`config.mk`:
```
export PLATFORM = sky130hd
export DESIGN_NAME = power_sequencer
export DESIGN_NICKNAME = d
export VERILOG_FILES = /design/src/rtl/power_sequencer.sv
export SDC_FILE = /design/constraint.sdc
export NUM_CORES = 1
export LEC_CHECK = 0
export ABC_AREA = 1
export CORE_MARGIN = 2
export CORE_UTILIZATION = 50
export CTS_CLUSTER_SIZE = 30
export DETAILED_ROUTE_END_ITERATION = 6
export PLACE_DENSITY = 0.73
export SYNTH_ARGS = -nofsm -noshare
export SYNTH_HDL_FRONTEND = slang
export SYNTH_SLANG_ARGS = --single-unit
```
`constraint.sdc`:
```
create_clock -name clock -period 2.4 [get_ports clock]
set_input_delay 0.24 -clock clock [delete_from_list [all_inputs] [get_ports clock]]
set_output_delay 0.24 -clock clock [all_outputs]
set_load 0.02 [all_outputs]
```
`src/rtl/power_sequencer.sv`:
```
// rtl/power_sequencer.sv - staged enable sequencer: ordered bring-up, reverse-order teardown
// Optional macro SEQ_STAGE_ACK_EN: teardown waits for each stage's stage_ack to drop (with timeout).
module power_sequencer #(
   parameter int NUM_STAGES  = 4,
   parameter int CNT_WIDTH   = 32,
   parameter int ACK_TIMEOUT = 1024
) (
   input  logic                  clock,
   input  logic                  reset,
   input  logic                  run,
   input  logic [CNT_WIDTH-1:0]  stage_delay,
`ifdef SEQ_STAGE_ACK_EN
   input  logic [NUM_STAGES-1:0] stage_ack,
   output logic                  timeout_err,
`endif
   output logic [NUM_STAGES-1:0] stage_en,
   output logic                  all_up,
   output logic                  all_down
);

   localparam int IDX_W = $clog2(NUM_STAGES + 1);
   localparam logic [IDX_W-1:0] IDX_FULL = IDX_W'(NUM_STAGES);

   typedef enum logic [2:0] {
      ST_DOWN,
      ST_RAMP_UP,
      ST_UP,
      ST_RAMP_DOWN,
      ST_WAIT_ACK
   } state_t;

   state_t               state;
   logic [CNT_WIDTH-1:0] counter;
   logic [IDX_W-1:0]     idx;
   logic                 step_due;
   logic [IDX_W-1:0]     idx_inc;
   logic [IDX_W-1:0]     idx_dec;

   // Live compare, so lowering stage_delay mid-step shortens the current wait.
   assign step_due = (counter >= stage_delay);
   assign idx_inc  = idx + 1'b1;
   assign idx_dec  = idx - 1'b1;

   // Enables are always the contiguous low block of idx stages.
   function automatic logic [NUM_STAGES-1:0] low_mask(input logic [IDX_W-1:0] n);
      logic [NUM_STAGES-1:0] m;
      for (int i = 0; i < NUM_STAGES; i++) begin
         m[i] = (i < int'(n));
      end
      return m;
   endfunction

`ifdef SEQ_STAGE_ACK_EN
   localparam int ACK_W = (ACK_TIMEOUT > 1) ? $clog2(ACK_TIMEOUT) : 1;
   localparam logic [ACK_W-1:0] ACK_LAST = ACK_W'(ACK_TIMEOUT - 1);

   logic [ACK_W-1:0] ack_cnt;
   logic             ack_active;

   // idx already points at the stage just cleared.
   assign ack_active = |(stage_ack & (NUM_STAGES'(1) << idx));
`else
   if (ACK_TIMEOUT < 1) begin : g_ack_timeout_unused
   end
`endif

   always_ff @(posedge clock) begin
      if (reset) begin
         state    <= ST_DOWN;
         counter  <= '0;
         idx      <= '0;
         stage_en <= '0;
         all_up   <= 1'b0;
         all_down <= 1'b1;
`ifdef SEQ_STAGE_ACK_EN
         ack_cnt     <= '0;
         timeout_err <= 1'b0;
`endif
      end else begin
         case (state)
            ST_DOWN: begin
               if (run) begin
                  state    <= ST_RAMP_UP;
                  counter  <= '0;
                  all_down <= 1'b0;
               end
            end

            ST_RAMP_UP: begin
               if (!run) begin
                  counter <= '0;
                  if (idx == '0) begin
                     state    <= ST_DOWN;
                     all_down <= 1'b1;
                  end else begin
                     state <= ST_RAMP_DOWN;
                  end
               end else if (step_due) begin
                  idx      <= idx_inc;
                  stage_en <= low_mask(idx_inc);
                  counter  <= '0;
                  if (idx_inc == IDX_FULL) begin
                     state  <= ST_UP;
                     all_up <= 1'b1;
                  end
               end else begin
                  counter <= counter + 1'b1;
               end
            end

            ST_UP: begin
               if (!run) begin
                  state   <= ST_RAMP_DOWN;
                  counter <= '0;
                  all_up  <= 1'b0;
               end
            end

            ST_RAMP_DOWN: begin
               if (run) begin
                  counter <= '0;
                  if (idx == IDX_FULL) begin
                     state  <= ST_UP;
                     all_up <= 1'b1;
                  end else begin
                     state <= ST_RAMP_UP;
                  end
               end else if (step_due) begin
                  idx      <= idx_dec;
                  stage_en <= low_mask(idx_dec);
                  counter  <= '0;
`ifdef SEQ_STAGE_ACK_EN
                  state   <= ST_WAIT_ACK;
                  ack_cnt <= '0;
`else
                  if (idx_dec == '0) begin
                     state    <= ST_DOWN;
                     all_down <= 1'b1;
                  end
`endif
               end else begin
                  counter <= counter + 1'b1;
               end
            end

`ifdef SEQ_STAGE_ACK_EN
            ST_WAIT_ACK: begin
               if (run) begin
                  state   <= ST_RAMP_UP;
                  counter <= '0;
               end else if (!ack_active || ack_cnt == ACK_LAST) begin
                  if (ack_active) begin
                     timeout_err <= 1'b1;
                  end
                  counter <= '0;
                  if (idx == '0) begin
                     state    <= ST_DOWN;
                     all_down <= 1'b1;
                  end else begin
                     state <= ST_RAMP_DOWN;
                  end
               end else begin
                  ack_cnt <= ack_cnt + 1'b1;
               end
            end
`endif

            default: begin
               state    <= ST_DOWN;
               counter  <= '0;
               idx      <= '0;
               stage_en <= '0;
               all_up   <= 1'b0;
               all_down <= 1'b1;
            end
         endcase
      end
   end

endmodule
```
==> flow_results.org, run 1 <==
** Layout
- Fraction of layout instances using a drive strength above 1 :: 9.28%
- Number of nets in the final layout :: 654
- The finished cells cover a little over 4000 µm².
- The number of antenna diodes in the final layout is 0.
- Fill cell total of the finished layout :: ~640
- The finished layout holds between 600 and 700 standard cells, fillers aside.
- Area of the multi-input gates :: around 2300 µm²
- In the final layout, flip-flops and latches occupy between 800 and 900 µm².
- Synth-to-Final Area Change :: 18.2%

** Critical path
- Crit Reg-Reg Endpoint :: counter[30]$_SDFFE_PP0P_
- The largest single stage delay on the critical path is 0.45 ns.
- Library cell appearing most often on the critical path :: sky130_fd_sc_hd__nand2_1
- For this design, the slowest cell found on the critical path is sky130_fd_sc_hd__clkdlybuf4s50_1.
- Setup slack, reg-to-reg :: between 0.2 and 0.25 ns
- Maximum fanout count along the critical path :: 6
- The critical path in this run is classified as primary input to register.
- Worst path arrival time :: roughly 2.4 ns
- Walking the worst path, the cells encountered are clkdlybuf4s50_1 -> inv_1 -> ha_1 -> nand2_1 -> inv_1 -> nand2_1 -> nand2_1 -> nand2_1 -> nand2_1 -> nor2_1 -> nand2_1 -> nand2_1 -> nand2_2 -> inv_2 -> nand2_4 -> buf_4 -> or2_1 -> a21oi_1.
- The worst register-to-register path has a depth of 13.
- The critical path ends at counter[30]$_SDFFE_PP0P_.
- The worst setup path is launched from a primary input.
- Grouping stages by cell kind, the critical path spends the most delay in simple AND/OR/NAND/NOR gates.
- Kind of end point of the critical path :: register
- The critical path runs through a total of 18 cells.
- The critical path contains buffers and inverters numbering 5 combined.
- Crit path launch :: stage_delay[11]
- Data required time of the worst path :: approximately 2.6 ns
- The startpoint identified for the worst register-to-register timing path is counter[15]$_SDFFE_PP0P_.

** Synth
- In this run, synthesis produced a sequential element count of 42.
- After synthesis, the largest area contributor takes up between 20% and 30% of total cell area.
- Cell Area, Synth :: roughly 3500 µm²
- Synth area leaders :: sky130_fd_sc_hd__dfxtp_1 24%, sky130_fd_sc_hd__nand2_1 15%, sky130_fd_sc_hd__ha_1 14%, sky130_fd_sc_hd__inv_1 8.4%, sky130_fd_sc_hd__a21oi_1 7.6%
- Yosys warns :: 0
- Syn Area/Cell :: 6.57 µm²
- EDFF count, synth :: 0
- Part of the Yosys area used for sequential elements :: between 20% and 30%
- The synthesized netlist contains 39 unique library cells.
- Counting every net in the synthesized netlist gives just over 600.
- Dominant synthesized flop cell :: sky130_fd_sc_hd__dfxtp_1
- Of all cell types, the one taking the most synthesized area is sky130_fd_sc_hd__dfxtp_1.
- Instance count of the mapped netlist :: around 530
- For this run, asynchronously set or reset flops after synthesis account for 0%.

** Detailed routing
- Aggregate routed wire length :: a little over 8000 µm
- Avg Vias per Cell :: between 5 and 6
- Detailed routing placed a total of 289 µm of wire on met3.
- For this run, design rule violations remaining after detail routing come to 0.
- ANT nets after route :: 0
- Dividing the detail-routed wire length by the instance count gives 12.4 µm.
- Highest signal layer in the routed design :: met4
- Vias after detailed routing :: 3477
- Met2 Wirelength :: approximately 3800 µm
- Wire length on met1 :: 3930 µm
- Before antenna repair, the detailed router went through 5 iterations.
- The first routing iteration left between 100 and 150 violations.

** Place
- Placed cell count :: ~650
- Timing analysis after detailed placement gives a worst setup slack of -0.164 ns.
- Routability cong. :: 0.919
- Placed wire-length estimate :: between 6000 and 7000 µm
- Post-Place Cell Area :: between 4000 and 5000 µm²
- In this run the tool buffered the top-level ports with 40 buffer cells.

** Clock network
- The clock tree synthesis step divided the H-tree into 2 levels.
- Counting every sink on the clock net gives 42.
- Cell at the root of the clock tree :: sky130_fd_sc_hd__clkbuf_8
- Clock tree synthesis inserted a total of 5 buffers.
- Worst-case clock buffer depth :: 2
- After clock tree synthesis, the flow added hold-fix buffers numbering 0.
- Clock tree from TritonCTS :: built
- Clk_lat worst skew :: approximately 0.3 ns
- Clock edge transition at the registers on the reported setup and hold paths :: approximately 0.09 ns

** Pwr
- The analysis attributes to cell leakage a power of ~1.9 nW.
- Power comes to between 1.5 and 2 mW.
- Power density of the placed cells :: about 430 nW/µm²
- VDD sags by at most 420 µV.

** Job
- Across the run, the number of max-cap violations was 0.

** Die
- Area of the die :: around 7700 µm²
- For this configuration, the core starts out at a cell density of 51.6%.
- Row count :: 30
- In this run the vertical extent of the chip is approximately 90 µm.
- Measured along the x axis, the die boundary spans 87.5 µm.
- Number of top-level pins :: between 40 and 50
- Core Box Area :: around 6800 µm²

** GRT
- Summed over all layers, the global routing overflow is 0.
- Aggregate global-route resource usage :: 22.2%
- Largest net degree at the start of global routing :: 27
- Antenna violations before repair :: 0
- The via count of the first global-routing pass was between 3k and 4k.
- The first global-routing pass estimated 13800 µm of wire.

** STA
- Highest achievable clock rate :: 0.458 GHz
- Period utilization :: 91.0%
- For the final database, setup skew stands at roughly 0.011 ns.
- Slew @ Worst Pin :: 0.394 ns
- Worst hold slack across all endpoints :: roughly 0.48 ns
- Final count of negative-setup-slack endpoints :: 0
- Setup slack closes at ~0.22 ns.
- The worst pin sits at a relative slew slack of between 70% and 80%.
- The count of final max-slew check failures is 0.
- Setup repair after global routing left no endpoint under its margin.
- For the finished layout, the period the worst path requires is 2.18 ns.
- Final Hold Violating Endpoints :: 0

** Worst hold path
- In this run the worst hold path is classified as register to register.

** Outcome
- Result of the run :: finished clean
==> power by group <==
part | internal, mW | switching, mW | leakage [nW] | total, mW
combinational | 0.198 | 0.315 | 1.51 | 0.512
sequential | 0.725 | 0.0294 | 0.340 | 0.754
clock | 0.232 | 0.263 | 0.0472 | 0.494
==> how the worst min path moves through the flow <==
stage                                to  cells after the start                startpoint
6_report       stage_en[1]$_SDFFE_PP0P_                      2  stage_en[1]$_SDFFE_PP0P_
5_1_grt        stage_en[1]$_SDFFE_PP0P_                      2  stage_en[1]$_SDFFE_PP0P_
4_1_cts        stage_en[1]$_SDFFE_PP0P_                      2  stage_en[1]$_SDFFE_PP0P_
3_5_place_dp   stage_en[1]$_SDFFE_PP0P_                      2  stage_en[1]$_SDFFE_PP0P_
3_3_place_gp   stage_en[1]$_SDFFE_PP0P_                      2  stage_en[1]$_SDFFE_PP0P_
2_1_floorplan  counter[22]$_SDFFE_PP0P_                      2                     reset
==> synthesized netlist by cell type, types with 3 or more instances <==
| library cell | instances |
|---|---|
| sky130_fd_sc_hd__o21ai_0 | 12 |
| sky130_fd_sc_hd__xnor2_1 | 3 |
| sky130_fd_sc_hd__nor3_4 | 3 |
| sky130_fd_sc_hd__nand2_1 | 139 |
| sky130_fd_sc_hd__nor2_1 | 47 |
| sky130_fd_sc_hd__nor3_1 | 12 |
| sky130_fd_sc_hd__nor4_1 | 3 |
| sky130_fd_sc_hd__o22ai_1 | 3 |
| sky130_fd_sc_hd__a21oi_1 | 53 |
| sky130_fd_sc_hd__or2_1 | 3 |
| sky130_fd_sc_hd__nor2_4 | 3 |
| sky130_fd_sc_hd__xor2_1 | 9 |
| sky130_fd_sc_hd__clkbuf_1 | 5 |
| sky130_fd_sc_hd__nand2_2 | 4 |
| sky130_fd_sc_hd__buf_4 | 3 |
| sky130_fd_sc_hd__nand4_1 | 9 |
| sky130_fd_sc_hd__dfxtp_1 | 42 |
| sky130_fd_sc_hd__ha_1 | 38 |
| sky130_fd_sc_hd__or2_2 | 6 |
| sky130_fd_sc_hd__nand3b_1 | 7 |
| sky130_fd_sc_hd__nand2_4 | 4 |
| sky130_fd_sc_hd__inv_2 | 4 |
| sky130_fd_sc_hd__inv_1 | 78 |
| sky130_fd_sc_hd__nand3_1 | 21 |
==> worst register-to-register path: cells and delay by family, from the launching register on <==
family	cells	cell delay, ns
adders and majority gates	1	0.29
and+or+nand+nor	8	0.87
buffers and inverters	2	0.22
DFF	1	0.46
AOI/OAI and AO/OA	2	0.27
==> per-stage QoR <==
stage	util, %	TNS, ns
3_5_place_dp	59.5	-4.22
2_1_floorplan	-	0
5_1_grt	61.0	0
4_1_cts	60.9	0
3_3_place_gp	59.5	-2.38
6_report	61.0	0
==> routing by layer <==
| layer | track usage (%) | vias to the layer above |
|---|---|---|
| met1 | 29.9 | 1586 |
| met4 | 5.45 | 0 |
| met2 | 37.5 | 63 |
| met3 | 3.32 | 13 |
| li1 | - | 1815 |
| met5 | 0 | - |
==> state kept, by name (all words and copies together) (netlist names) <==
register and flops:
state 2, counter 32, all_down 1, idx 2, stage_en 4, all_up 1
==> layout by cell type (no fill, tap or decap), drive strengths merged <==
cell,count
nor3,15
nand2,147
clkbuf,6
clkinvlp,1
o21a,1
clkdlybuf4s50,40
inv,83
nand3,22
clkinv,1
o22ai,3
xor2,9
a21o,2
or2,9
xnor2,3
dfxtp,42
nor3b,1
a31oi,2
a21oi,54
nor4,3
a211o,1
nand3b,7
buf,13
nor4b,1
nand4,10
ha,38
o21ai,13
nor2,52
o211ai,2
a221oi,1
==> cell families after synthesis <==
group,share of synthesized area [%]
adders and majority gates,13.6
and+or+nand+nor,36.1
buffers and inverters,11.0
AOI/OAI and AO/OA,12.2
DFF,24.1
xor gates and xnor gates,3.01
==> layout make-up <==
cell class,instances,area share [%]
multi-input cells,396,55.0
flip-flops and latches,42,20.5
repair buffers,53,12.1
inverters,83,7.74
well taps,80,2.43
clock buffers,6,2.00
clock inverters,2,0.303
==> repair_timing <==
action	CTS	global route
setup endpoints to repair	0	30
resized for setup	0	5
buffers inserted	0	0
(Power assumes the default switching activity.)
==> run 2: changes to the inputs <==
Settings changed: SLEW_MARGIN set to 40.
==> results of run 2 <==
No change in the layout: final DEF, timing and power equal those of run 1.
